`src/rtl/bus_arbiter.sv`:
```
// Round-robin arbiter and master-side multiplexer for the shared system bus.
// Four masters request with active-low lines; the owner keeps the bus until it
// withdraws its request, and its address/strobe/rw/write data drive the slaves.
// Optional feature macro: ARB_TIMEOUT_EN (revokes a grant held too long).
module bus_arbiter #(
  parameter int unsigned N_MASTERS      = 4,
  parameter int unsigned ADDR_W         = 30,
  parameter int unsigned DATA_W         = 32,
  parameter int unsigned TIMEOUT_CYCLES = 256
) (
  input  logic                          clk,
  input  logic                          reset,
  input  logic [N_MASTERS-1:0]          m_req_,
  output logic [N_MASTERS-1:0]          m_grnt_,
  input  logic [N_MASTERS*ADDR_W-1:0]   m_addr,
  input  logic [N_MASTERS-1:0]          m_as_,
  input  logic [N_MASTERS-1:0]          m_rw,
  input  logic [N_MASTERS*DATA_W-1:0]   m_wr_data,
  output logic [ADDR_W-1:0]             s_addr,
  output logic                          s_as_,
  output logic                          s_rw,
  output logic [DATA_W-1:0]             s_wr_data,
  output logic                          arb_timeout
);

  localparam int unsigned IDX_W = 2;

  // Only the four-master configuration is implemented
  if (N_MASTERS != 4) begin : g_bad_n
    $error("bus_arbiter supports N_MASTERS == 4 only");
  end
  if (TIMEOUT_CYCLES < 2) begin : g_bad_to
    $error("bus_arbiter requires TIMEOUT_CYCLES >= 2");
  end

  typedef enum logic {
    IDLE  = 1'b0,
    GRANT = 1'b1
  } state_t;

  state_t                 state, state_nxt;
  logic [IDX_W-1:0]       owner, owner_nxt;
  logic [IDX_W-1:0]       last_owner, last_owner_nxt;
  logic [N_MASTERS-1:0]   req;
  logic [IDX_W:0]         pick;
  logic                   expired;
  logic                   hold_c;
  logic                   timeout_c;

  // First active requester scanning cyclically from start; msb flags a hit
  function automatic logic [IDX_W:0] rr_pick(input logic [N_MASTERS-1:0] r,
                                             input logic [IDX_W-1:0]     start);
    logic [IDX_W:0]   res;
    logic [IDX_W-1:0] idx;
    res = '0;
    for (int k = N_MASTERS - 1; k >= 0; k--) begin
      idx = start + IDX_W'(k);
      if (r[idx]) res = {1'b1, idx};
    end
    return res;
  endfunction

  assign req    = ~m_req_;
  assign hold_c = (state == GRANT) && req[owner] && !expired;

`ifdef ARB_TIMEOUT_EN
  localparam int unsigned CNT_W = $clog2(TIMEOUT_CYCLES) + 1;
  logic [CNT_W-1:0] cnt;

  assign expired = (state == GRANT) && (cnt == CNT_W'(TIMEOUT_CYCLES - 1));

  // Ownership age: cleared on any change of owner, counts while held
  always_ff @(posedge clk) begin
    if (reset)       cnt <= '0;
    else if (hold_c) cnt <= cnt + CNT_W'(1);
    else             cnt <= '0;
  end
`else
  assign expired = 1'b0;
`endif

  // Next owner selection: fresh arbitration from IDLE, handoff on release/revoke
  always_comb begin
    state_nxt      = state;
    owner_nxt      = owner;
    last_owner_nxt = last_owner;
    timeout_c      = 1'b0;
    pick           = '0;
    case (state)
      IDLE: begin
        pick = rr_pick(req, last_owner + IDX_W'(1));
        if (pick[IDX_W]) begin
          state_nxt = GRANT;
          owner_nxt = pick[IDX_W-1:0];
        end
      end
      GRANT: begin
        if (!hold_c) begin
          // A revoked owner is still requesting; keep it out of this round
          timeout_c      = req[owner];
          last_owner_nxt = owner;
          pick           = rr_pick(req & ~(N_MASTERS'(1) << owner), owner + IDX_W'(1));
          if (pick[IDX_W]) begin
            owner_nxt = pick[IDX_W-1:0];
          end else begin
            state_nxt = IDLE;
          end
        end
      end
      default: state_nxt = IDLE;
    endcase
  end

  // State, registered grant lines and timeout pulse
  always_ff @(posedge clk) begin
    if (reset) begin
      state       <= IDLE;
      owner       <= '0;
      last_owner  <= IDX_W'(N_MASTERS - 1);
      m_grnt_     <= '1;
      arb_timeout <= 1'b0;
    end else begin
      state       <= state_nxt;
      owner       <= owner_nxt;
      last_owner  <= last_owner_nxt;
      m_grnt_     <= (state_nxt == GRANT) ? ~(N_MASTERS'(1) << owner_nxt) : '1;
      arb_timeout <= timeout_c;
    end
  end

  // Slave-side mux from the registered owner; idle bus is a parked READ
  always_comb begin
    s_addr    = '0;
    s_as_     = 1'b1;
    s_rw      = 1'b1;
    s_wr_data = '0;
    if (state == GRANT) begin
      s_addr    = m_addr[owner*ADDR_W +: ADDR_W];
      s_as_     = m_as_[owner];
      s_rw      = m_rw[owner];
      s_wr_data = m_wr_data[owner*DATA_W +: DATA_W];
    end
  end

endmodule

```
`config.mk`:
```
export PLATFORM = sky130hd
export DESIGN_NAME = bus_arbiter
export DESIGN_NICKNAME = d
export VERILOG_FILES = /design/src/rtl/bus_arbiter.sv
export SDC_FILE = /design/constraint.sdc
export NUM_CORES = 1
export LEC_CHECK = 0
export ABC_AREA = 1
export BUFFER_PORTS_ARGS = -buffer_cell sky130_fd_sc_hd__buf_2
export CAP_MARGIN = 20
export CORE_AREA = 10 10 122 124
export DETAILED_ROUTE_END_ITERATION = 6
export DIE_AREA = 0 0 132 134
export SLEW_MARGIN = 5
export SYNTH_ARGS = -nofsm -noshare
export SYNTH_HDL_FRONTEND = slang
export SYNTH_SLANG_ARGS = --single-unit
```
`constraint.sdc`:
```
create_clock -name clk -period 3 [get_ports clk]
set_input_delay 0.3 -clock clk [delete_from_list [all_inputs] [get_ports clk]]
set_output_delay 0.3 -clock clk [all_outputs]
set_load 0.005 [all_outputs]
```
==> results.sh, run 1 <==
export IMPL_outcome="complete, no violations"
export IMPL_antenna_found_initial=4
export IMPL_slew_limit_headroom_pct=48.9
export IMPL_worst_pin_slew_ps=767
export IMPL_max_clock_path_buffers=2
export IMPL_grt_met2_usage_pct=32.6
export IMPL_hp_class="input port to register"
export IMPL_maxSlewViolCount=0
export IMPL_dp_slack_ps=995
export IMPL_top_usage_layer="met2"
export IMPL_die_height_um=134
export IMPL_worstSetupStartpointType="register"
export IMPL_first_global_vias=4991
export IMPL_yosysSeqAreaShare_pct=6.54
export IMPL_worstSetupPathType="register to output pin"
export IMPL_total_power_divided_by_cell_area_nw_per_um2=815
export IMPL_post_synthesis_mux_area_share_pct=0
export IMPL_postRouteAntennaNets=0
export IMPL_cts_hold_buf=0
export IMPL_vias=5254
export IMPL_cell_chain_critical_path="clkinv_2, buf_4, o21ai_0, a21oi_1, buf_2"
export IMPL_coreArea_um2=12500
export IMPL_initial_utilization_pct=24.5
export IMPL_insertion_delay_ps=240
export IMPL_overflow=0
export IMPL_initial_drt_pass_iterations=5
export IMPL_report_final_hold_viol_count=0
export IMPL_timing_critical_path_arrival_ps=1980
export IMPL_cts_root_buffer="clkbuf_16"
export IMPL_setup_worst_path_end_class="output pin"
export IMPL_drt_drc_violations_left=0
export IMPL_fin_worst_skew_ps=1.98
export IMPL_dp_hpwl_um=14800
export IMPL_route_detailed_wl_per_inst_um=16.1
export IMPL_worst_path_fanout_max=86
export IMPL_globalRouteMet3Util_pct=6.16
export IMPL_synth_compound_area_share_pct=33.2
export IMPL_layout_cells_most_common_list="buf_2 (330), nor2_1 (270), o21ai_0 (118), nand2_1 (73), a21oi_1 (65)"
export IMPL_warnings_from_yosys=0
export IMPL_tritoncts_num_buffers=3
export IMPL_placement_io_buffers=330
export IMPL_cts_resized_gates=0
export IMPL_setup_viol=0
export IMPL_cts_repair_timing_setup_buffer_count=0
export IMPL_routabilityCongestion=0.921
export IMPL_fmax_mhz=439
export IMPL_most_common_cell_after_layout_fill_and_taps_aside="buf_2"
export IMPL_final_nets=1214
export IMPL_grtUsageTotal_pct=18.5
export IMPL_post_route_period_util_pct=76.0
export IMPL_design_power_total_w=0.00394
export IMPL_clk_transition_reported_paths_ps=40
export IMPL_io_pin_count=331
export IMPL_detail_route_vias_per_cell=4.69
export IMPL_use_met1_pct=21.2
export IMPL_finalWirelength_um=18000
export IMPL_fp_row_count=41
export IMPL_ir_drop_v=0.000564
export IMPL_yosys_area_share_adder_pct=1.64
export IMPL_syn_area_per_cell_um2=4.66
export IMPL_rsz0062_at_grt="false"
export IMPL_layout_drive_gt1_share_pct=38.6
export IMPL_grt_pass1_wl_um=27200
export IMPL_synth_distinct_cells=24
export IMPL_final_critical_path_setup_slack_ps=721
export IMPL_crit_path_top_delay_cell="buf_4"
export IMPL_setup_tns_final_ps=0
export IMPL_mappedNetlistArea_um2=3060
export IMPL_finalWorstPathRequiredPeriod_ps=2280
export IMPL_leak_nw=2.71
export IMPL_grt_max_degree=87
export IMPL_clock_tree_htree_level_count=1
export IMPL_clock_sinks=10
export IMPL_synthXorXnorAreaFrac_pct=0
export IMPL_areaGrowthSynthToFinish_pct=58.3
export IMPL_drtIter0Drc=367
export IMPL_ys_ff_latch=10
export IMPL_cp_required_ps=2700
export IMPL_timing_max_cap_violations=0
export IMPL_synth_top_family_by_area="simple AND/OR/NAND/NOR gates"
export IMPL_die_x_um=132
export IMPL_crit_path_max_incr_delay_ps=550
export IMPL_synth_net_count=922
export IMPL_clock_tree_from_tritoncts="yes"
export IMPL_die_area_um2=17700
export IMPL_synthesis_instances=656
export IMPL_simple_logic_cell_fraction_of_the_synthesized_area_pct=48.1
metal layers:
layer / wire length, um / share of wire, %
met5: 21 / 0.12
met2: 8940 / 50
met4: 354 / 2.0
met3: 1680 / 9.3
met1: 7030 / 39
final cells by class:
class                      count  area, um2
fill                        1462       7620
multi-input combinational    576       2540
timing repair buffer         339       1720
tap                          172        215
sequential                    10        205
clock buffer                   4       88.8
inverter                      18       71.3
antenna                        1       2.50
metrics by stage:
stage / hold WS, ps / cell area [um2] / std cells / utilization (%)
global placement: 542 / 4750 / 1115 / 38.1
CTS: 294 / 4840 / 1119 / 38.8
finish: 298 / 4840 / 1120 / 38.8
detailed placement: 536 / 4750 / 1115 / 38.1
global route: 306 / 4840 / 1119 / 38.8
floorplan: 372 / 3060 / 656 / -
power breakdown:
part | leakage [nW] | internal (W) | switching [W]
sequential | 0.0840 | 0.000187 | 0.0000531
combinational | 2.58 | 0.00126 | 0.00219
clock | 0.0442 | 0.000200 | 0.0000605
final timing paths:
check                              startpoint            end  slack [ps]  cells after the start
worst min-delay path                    reset       owner[0]         300                      2
worst min register to register  last_owner[1]  last_owner[1]         580                      2
worst max-delay path                 owner[0]      s_addr[3]         720                      5
worst max register to register       owner[0]     m_grnt_[1]         990                     14
cell usage after synthesis:
cell type  instances  area, um2
a21oi_1           65        325
and2_4             1       8.76
buf_1              5       18.8
buf_2             13       65.1
buf_6              5       56.3
clkbuf_1          29        109
conb_1             1       3.75
dfxtp_1           10        200
ha_1               4       50.1
inv_1             14       52.6
inv_2              3       11.3
inv_4              1       6.26
nand2_1           73        274
nand2_2            7       43.8
nand2_4            2       22.5
nand3_1           13       65.1
nor2_1           270       1010
nor2_2             5       31.3
o211ai_1           2       15.0
o211ai_2           1       12.5
o21ai_0          118        591
o21ai_1           11       55.1
o311ai_0           2       17.5
or3_4              1       11.3
sequential cells by signal, indices dropped and copies added, names as in the netlist:
signal	count
last_owner	2
owner	2
state	1
arb_timeout	1
m_grnt_	4
worst max-delay path: cells and delay by family, from the launching register on:
kind                   cells  cell delay [ps]
AO/OA/AOI/OAI              2              550
buffers and inverters      3              750
flip-flops                 1              340
cell families (layout without fill, tap and decap cells):
| logic type | count (synthesis) | after routing |
|---|---|---|
| flip-flops | 10 | 10 |
| AO/OA/AOI/OAI | 199 | 199 |
| buffers and inverters | 70 | 361 |
| AND/OR/NAND/NOR | 372 | 372 |
| adder cells (fa/ha/maj) | 4 | 4 |
| other | 1 | 2 |
No activity file was read; power rests on OpenSTA's default activity.
==> run 2: changes to the inputs <==
- clock period: 3 -> 1.95 ns (I/O delays scaled with it)
==> run 2 against run 1 <==
  * Clock skew barely moved
  * Largest cell class unchanged
  * Total power rose by 59%
  * Worst hold slack got worse by 120 ps
  * Combinational power rose by 59%
  * Largest power group unchanged
  * Wire length fell by 2.8%
  * Worst setup slack got worse by 610 ps
  * Highest routed layer is now met4
  * Clock power rose by 53%
  * Global-route usage fell by 0.74 points
  * Flip-flop and latch count did not move
==> results.sh, run 2 (synthesis gave the netlist of run 1 again) <==
export IMPL_outcome="complete, no violations"
export IMPL_switching_share_pct=57.0
export IMPL_finalWorstPathRequiredPeriod_ps=1840
export IMPL_tritoncts_num_buffers=3
export IMPL_postRouteAntennaNets=0
export IMPL_layout_drive_gt1_share_pct=39.7
export IMPL_grt_pass1_wl_um=26400
export IMPL_cts_root_buffer="clkbuf_16"
export IMPL_finalWirelength_um=17500
export IMPL_registers_top_by_ff_count="m_grnt_"
export IMPL_grtUsageTotal_pct=17.8
export IMPL_routabilityCongestion=0.849
export IMPL_overflow=0
export IMPL_most_common_cell_after_layout_fill_and_taps_aside="buf_2"
export IMPL_route_detailed_wl_per_inst_um=15.6
export IMPL_grt_max_degree=78
export IMPL_detail_route_vias_per_cell=4.59
export IMPL_final_nets=1219
export IMPL_worst_path_fanout_max=46
export IMPL_setup_viol=0
export IMPL_coreArea_um2=12500
export IMPL_largest_register_ff_count=4
export IMPL_post_detailed_placement_cell_area_um2=4810
export IMPL_power_frac_clock_pct=6.4
export IMPL_setup_worst_path_end_class="output pin"
export IMPL_worstSetupPathType="register to output pin"
export IMPL_die_x_um=132
export IMPL_clock_sinks=10
export IMPL_initial_drt_pass_iterations=5
export IMPL_hp_class="input port to register"
export IMPL_post_route_period_util_pct=94.5
export IMPL_timing_max_cap_violations=0
export IMPL_final_core_utilization_pct=39.7
export IMPL_maxSlewViolCount=0
export IMPL_antenna_found_initial=0
export IMPL_cp_required_ps=1750
export IMPL_insertion_delay_ps=230
export IMPL_fp_row_count=41
export IMPL_total_switching_power_w=0.00357
export IMPL_rsz0062_at_grt="true"
export IMPL_clk_transition_reported_paths_ps=40
export IMPL_leak_nw=2.75
export IMPL_timing_critical_path_arrival_ps=1650
export IMPL_layout_cells_most_common_list="buf_2 (330), nor2_1 (267), o21ai_0 (118), nand2_1 (71), a21oi_1 (64)"
export IMPL_io_pin_count=331
export IMPL_placement_io_buffers=330
export IMPL_num_antenna_cells=0
export IMPL_setup_tns_final_ps=0
export IMPL_cts_hold_buf=0
export IMPL_drt_drc_violations_left=0
export IMPL_drtIter0Drc=315
export IMPL_initial_utilization_pct=24.5
export IMPL_die_height_um=134
export IMPL_cellInternalPower_w=0.00270
export IMPL_clock_tree_htree_level_count=1
export IMPL_fmax_mhz=542
export IMPL_report_final_hold_viol_count=0
export IMPL_max_clock_path_buffers=2
export IMPL_ir_drop_v=0.000484
export IMPL_final_design_area_no_fill_um2=4950
export IMPL_seq_power_share_pct=6.4
export IMPL_first_global_vias=4849
export IMPL_clock_tree_from_tritoncts="yes"
export IMPL_die_area_um2=17700
export IMPL_fin_worst_skew_ps=1.69
export IMPL_worstSetupStartpointType="register"
export IMPL_reg_top3="m_grnt_ (4), last_owner (2), owner (2)"
export IMPL_fill_cells=1469
export IMPL_combinationalPowerShare_pct=87.2
export IMPL_dp_hpwl_um=14300
export IMPL_vias=5164
export IMPL_total_power_divided_by_cell_area_nw_per_um2=1260
export IMPL_areaGrowthSynthToFinish_pct=61.8
==> run 2: cell types whose count changed in the layout (fill, tap and decap cells not counted), sizes merged <==
cell | previous run | this run
clkinv | 1 | 0
inv | 17 | 18
diode | 1 | 0
buf | 339 | 344
==> run 2: power by group through the flow <==
stage | logic [W] | clock network (W) | registers [W]
floorplan | 0.00372 | 0 | 0.000340
global placement | 0.00533 | 0 | 0.000404
detailed placement | 0.00534 | 0 | 0.000403
CTS | 0.00540 | 0.000409 | 0.000406
global route | 0.00624 | 0.000420 | 0.000419
finish | 0.00546 | 0.000399 | 0.000400
==> run 2: metal layers <==
layer  wire (um)  GRT usage (%)
met4         119           1.85
met5           0              0
met3        1610           5.19
met1        6470           19.8
met2        9310           33.5
==> run 2: per-stage QoR <==
step / instances / hold WS [ps] / total power (W) / setup slack, ps
after CTS: 1123 / 185 / 0.00621 / 4.95
after global placement: 1119 / 428 / 0.00574 / 18.9
after global routing: 1124 / 202 / 0.00707 / -33.9
after detailed placement: 1119 / 425 / 0.00574 / -1.52
after floorplan: 656 / 260 / 0.00406 / 2.34
final: 1124 / 183 / 0.00626 / 106
==> run 2: final cells by class <==
| type | instances | area (um2) | area share (%) |
|---|---|---|---|
| timing repair buffer | 344 | 1800 | 36.3 |
| multi-input combinational | 576 | 2570 | 51.9 |
| inverter | 18 | 72.6 | 1.47 |
| clock buffer | 4 | 88.8 | 1.79 |
| sequential | 10 | 208 | 4.20 |
| tap | 172 | 215 | 4.35 |
==> run 2: final timing paths <==
path | endpoint | cells past startpoint | startpoint | slack [ps]
max | s_addr[8] | 5 | owner[0] | 110
min | owner[0] | 2 | reset | 180
max reg2reg | m_grnt_[0] | 11 | owner[0] | 130
min reg2reg | last_owner[1] | 2 | last_owner[1] | 570
==> run 2: worst max-delay path, cell delays in order (launching register included) <==
cell	delay [ps]
dfxtp_4	380
inv_4	110
buf_4	360
o21ai_0	240
a21oi_1	180
buf_2	130
==> run 2: what timing repair did <==
action | in CTS | in global routing
pin swaps | 0 | 2
resized for setup | 2 | 13
endpoints found under the setup margin | 27 | 44
buffers inserted | 0 | 1
==> run 3: changes to the inputs <==
- CORE_AREA: 10 10 122 124 -> 10 10 120 122
- DIE_AREA: 0 0 132 134 -> 0 0 130 132
- REMOVE_ABC_BUFFERS: default -> 1
- clock period: 1.95 -> 2.4 ns (I/O delays scaled with it)
==> run 3 against run 2 <==
  * Cell count is 2.5% lower
  * Via count shrank 0.17%
  * Sequential share of layout area hardly changed
  * Global-route usage is 1.7 points higher
  * Count of clock-buffer cells in the layout unchanged
  * Worst hold slack better by 40 ps
  * Non-clock buffer count fell by 5
  * Combinational power down 19%
  * Critical path type unchanged
  * Critical endpoint is now s_wr_data[15]
  * Largest cell class unchanged
==> results.sh, run 3 (synthesis gave the netlist of run 1 again) <==
export IMPL_timing_critical_path_arrival_ps=1900
export IMPL_slew_limit_headroom_pct=62.4
export IMPL_leak_nw=2.73
export IMPL_drt_drc_violations_left=0
export IMPL_routabilityCongestion=0.928
export IMPL_total_power_divided_by_cell_area_nw_per_um2=1040
export IMPL_detail_route_vias_per_cell=4.70
export IMPL_largest_register_ff_count=4
export IMPL_worstSetupStartpointType="register"
export IMPL_crit_path_top_delay_cell="dfxtp_4"
export IMPL_grtUsageTotal_pct=19.5
export IMPL_vias=5155
export IMPL_finalWorstPathRequiredPeriod_ps=2140
export IMPL_hp_class="input port to register"
export IMPL_cell_chain_critical_path="clkinv_2, buf_4, buf_4, o21ai_0, a21oi_1, buf_2"
export IMPL_cts_root_buffer="clkbuf_16"
export IMPL_setup_worst_path_end_class="output pin"
export IMPL_cp_required_ps=2160
export IMPL_crit_path_top_cell_by_count="buf_4"
export IMPL_io_pin_count=331
export IMPL_fin_worst_skew_ps=2.29
export IMPL_finalWirelength_um=18200
export IMPL_tritoncts_num_buffers=3
export IMPL_worst_pin_slew_ps=565
export IMPL_fp_row_count=40
export IMPL_initial_drt_pass_iterations=4
export IMPL_first_global_vias=4785
export IMPL_final_core_utilization_pct=40.9
export IMPL_most_common_cell_after_layout_fill_and_taps_aside="buf_2"
export IMPL_clock_tree_htree_level_count=1
export IMPL_die_x_um=130
export IMPL_grt_pass1_wl_um=27000
export IMPL_report_final_hold_viol_count=0
export IMPL_coreArea_um2=11900
export IMPL_layout_cells_most_common_list="buf_2 (330), nor2_1 (270), o21ai_0 (118), nand2_1 (73), a21oi_1 (65)"
export IMPL_cts_hold_buf=0
export IMPL_timing_max_cap_violations=0
export IMPL_timing_reg2reg_setup_slack_ps=490
export IMPL_crit_path_max_incr_delay_ps=360
export IMPL_critical_path_reg2reg_endpoint="m_grnt_[3]"
export IMPL_outcome="complete, no violations"
export IMPL_placement_io_buffers=330
export IMPL_final_nets=1214
export IMPL_drtIter0Drc=367
export IMPL_postRouteAntennaNets=0
export IMPL_cts_repair_timing_setup_buffer_count=0
export IMPL_register_to_register_path_depth=14
export IMPL_holdPathEnd="owner[0]"
export IMPL_overflow=0
export IMPL_insertion_delay_ps=240
export IMPL_dp_slack_ps=506
export IMPL_cts_resized_gates=0
export IMPL_reg_top3="m_grnt_ (4), last_owner (2), owner (2)"
export IMPL_layout_drive_gt1_share_pct=38.6
export IMPL_regToRegStartpoint="owner[0]"
export IMPL_setup_viol=0
export IMPL_clock_tree_from_tritoncts="yes"
export IMPL_grt_max_degree=84
export IMPL_worst_path_fanout_max=44
export IMPL_fill_cells=1357
export IMPL_worstSetupPathType="register to output pin"
export IMPL_die_area_um2=17200
export IMPL_dp_hpwl_um=14800
export IMPL_die_height_um=132
export IMPL_clock_sinks=10
export IMPL_maxSlewViolCount=0
export IMPL_registers_top_by_ff_count="m_grnt_"
export IMPL_route_detailed_wl_per_inst_um=16.6
export IMPL_areaGrowthSynthToFinish_pct=59.4
export IMPL_timing_hold_worst_path_depth=2
export IMPL_worst_hold_startpoint="reset"
export IMPL_rsz0062_at_grt="false"
export IMPL_antenna_found_initial=2
export IMPL_initial_utilization_pct=25.7
export IMPL_post_route_period_util_pct=89.3
export IMPL_fmax_mhz=467
export IMPL_max_clock_path_buffers=2
export IMPL_ir_drop_v=0.000578
export IMPL_clk_transition_reported_paths_ps=40
export IMPL_final_critical_path_setup_slack_ps=256
-- run 3: cell types whose count changed in the layout (fill, tap and decap cells not counted), moves of 2 or more --
cell     previous run  this run
nor2_1            267       270
buf_6               2         0
nand2_1            71        73
nor2_2              8         5
nand2_2             9         7
buf_12              2         5
buf_4               9         4
diode_2             0         2
-- run 3: routing by layer --
metal	vias to the layer above	wire length, um	track usage (%)
met1	2213	6840	22.6
met2	212	9340	34.1
met5	-	0	0
li1	2708	-	-
met4	0	375	4.56
met3	22	1630	5.47
-- run 3: worst max-delay path by stage --
stage               startpoint             to  slack [ps]  depth (start not counted)
finish                owner[0]  s_wr_data[15]         260                          6
global placement      owner[0]     m_grnt_[3]         520                         14
detailed placement    owner[0]     m_grnt_[2]         510                         11
CTS                   owner[0]  s_wr_data[15]         280                          6
global route          owner[0]  s_wr_data[15]         140                          6
floorplan             owner[0]     m_grnt_[1]       -3380                         11
-- run 3: layout make-up --
type,count,area [um2],share of cell area (%)
clock buffers,4,88.8,1.82
well taps,147,184,3.77
flip-flops and latches,10,205,4.21
multi-input cells,576,2540,52.1
diodes,2,5.00,0.103
inverters,18,71.3,1.46
repair buffers,339,1780,36.5
-- run 3: critical path, delay by kind of cell (launching register included) --
kind / cells / cell delay (ps)
buffers and inverters: 4 / 930
DFF: 1 / 360
AOI/OAI and AO/OA: 2 / 360
-- run 3: per-stage QoR --
step / std cells / hold WS, ps / TNS, ps / cell area, um2 / power (W)
floorplan: 604 / 312 / -179590 / 2810 / 0.00309
global placement: 1090 / 465 / 0 / 4780 / 0.00474
detailed placement: 1090 / 479 / 0 / 4780 / 0.00473
CTS: 1094 / 224 / 0 / 4870 / 0.00509
global route: 1095 / 241 / 0 / 4870 / 0.00564
finish: 1096 / 223 / 0 / 4880 / 0.00506
-- run 3: power breakdown --
| part | internal (W) | switching, W |
|---|---|---|
| Sequential | 0.000235 | 0.0000765 |
| Clock | 0.000251 | 0.0000817 |
| Combinational | 0.00166 | 0.00276 |
| Total | 0.00214 | 0.00292 |
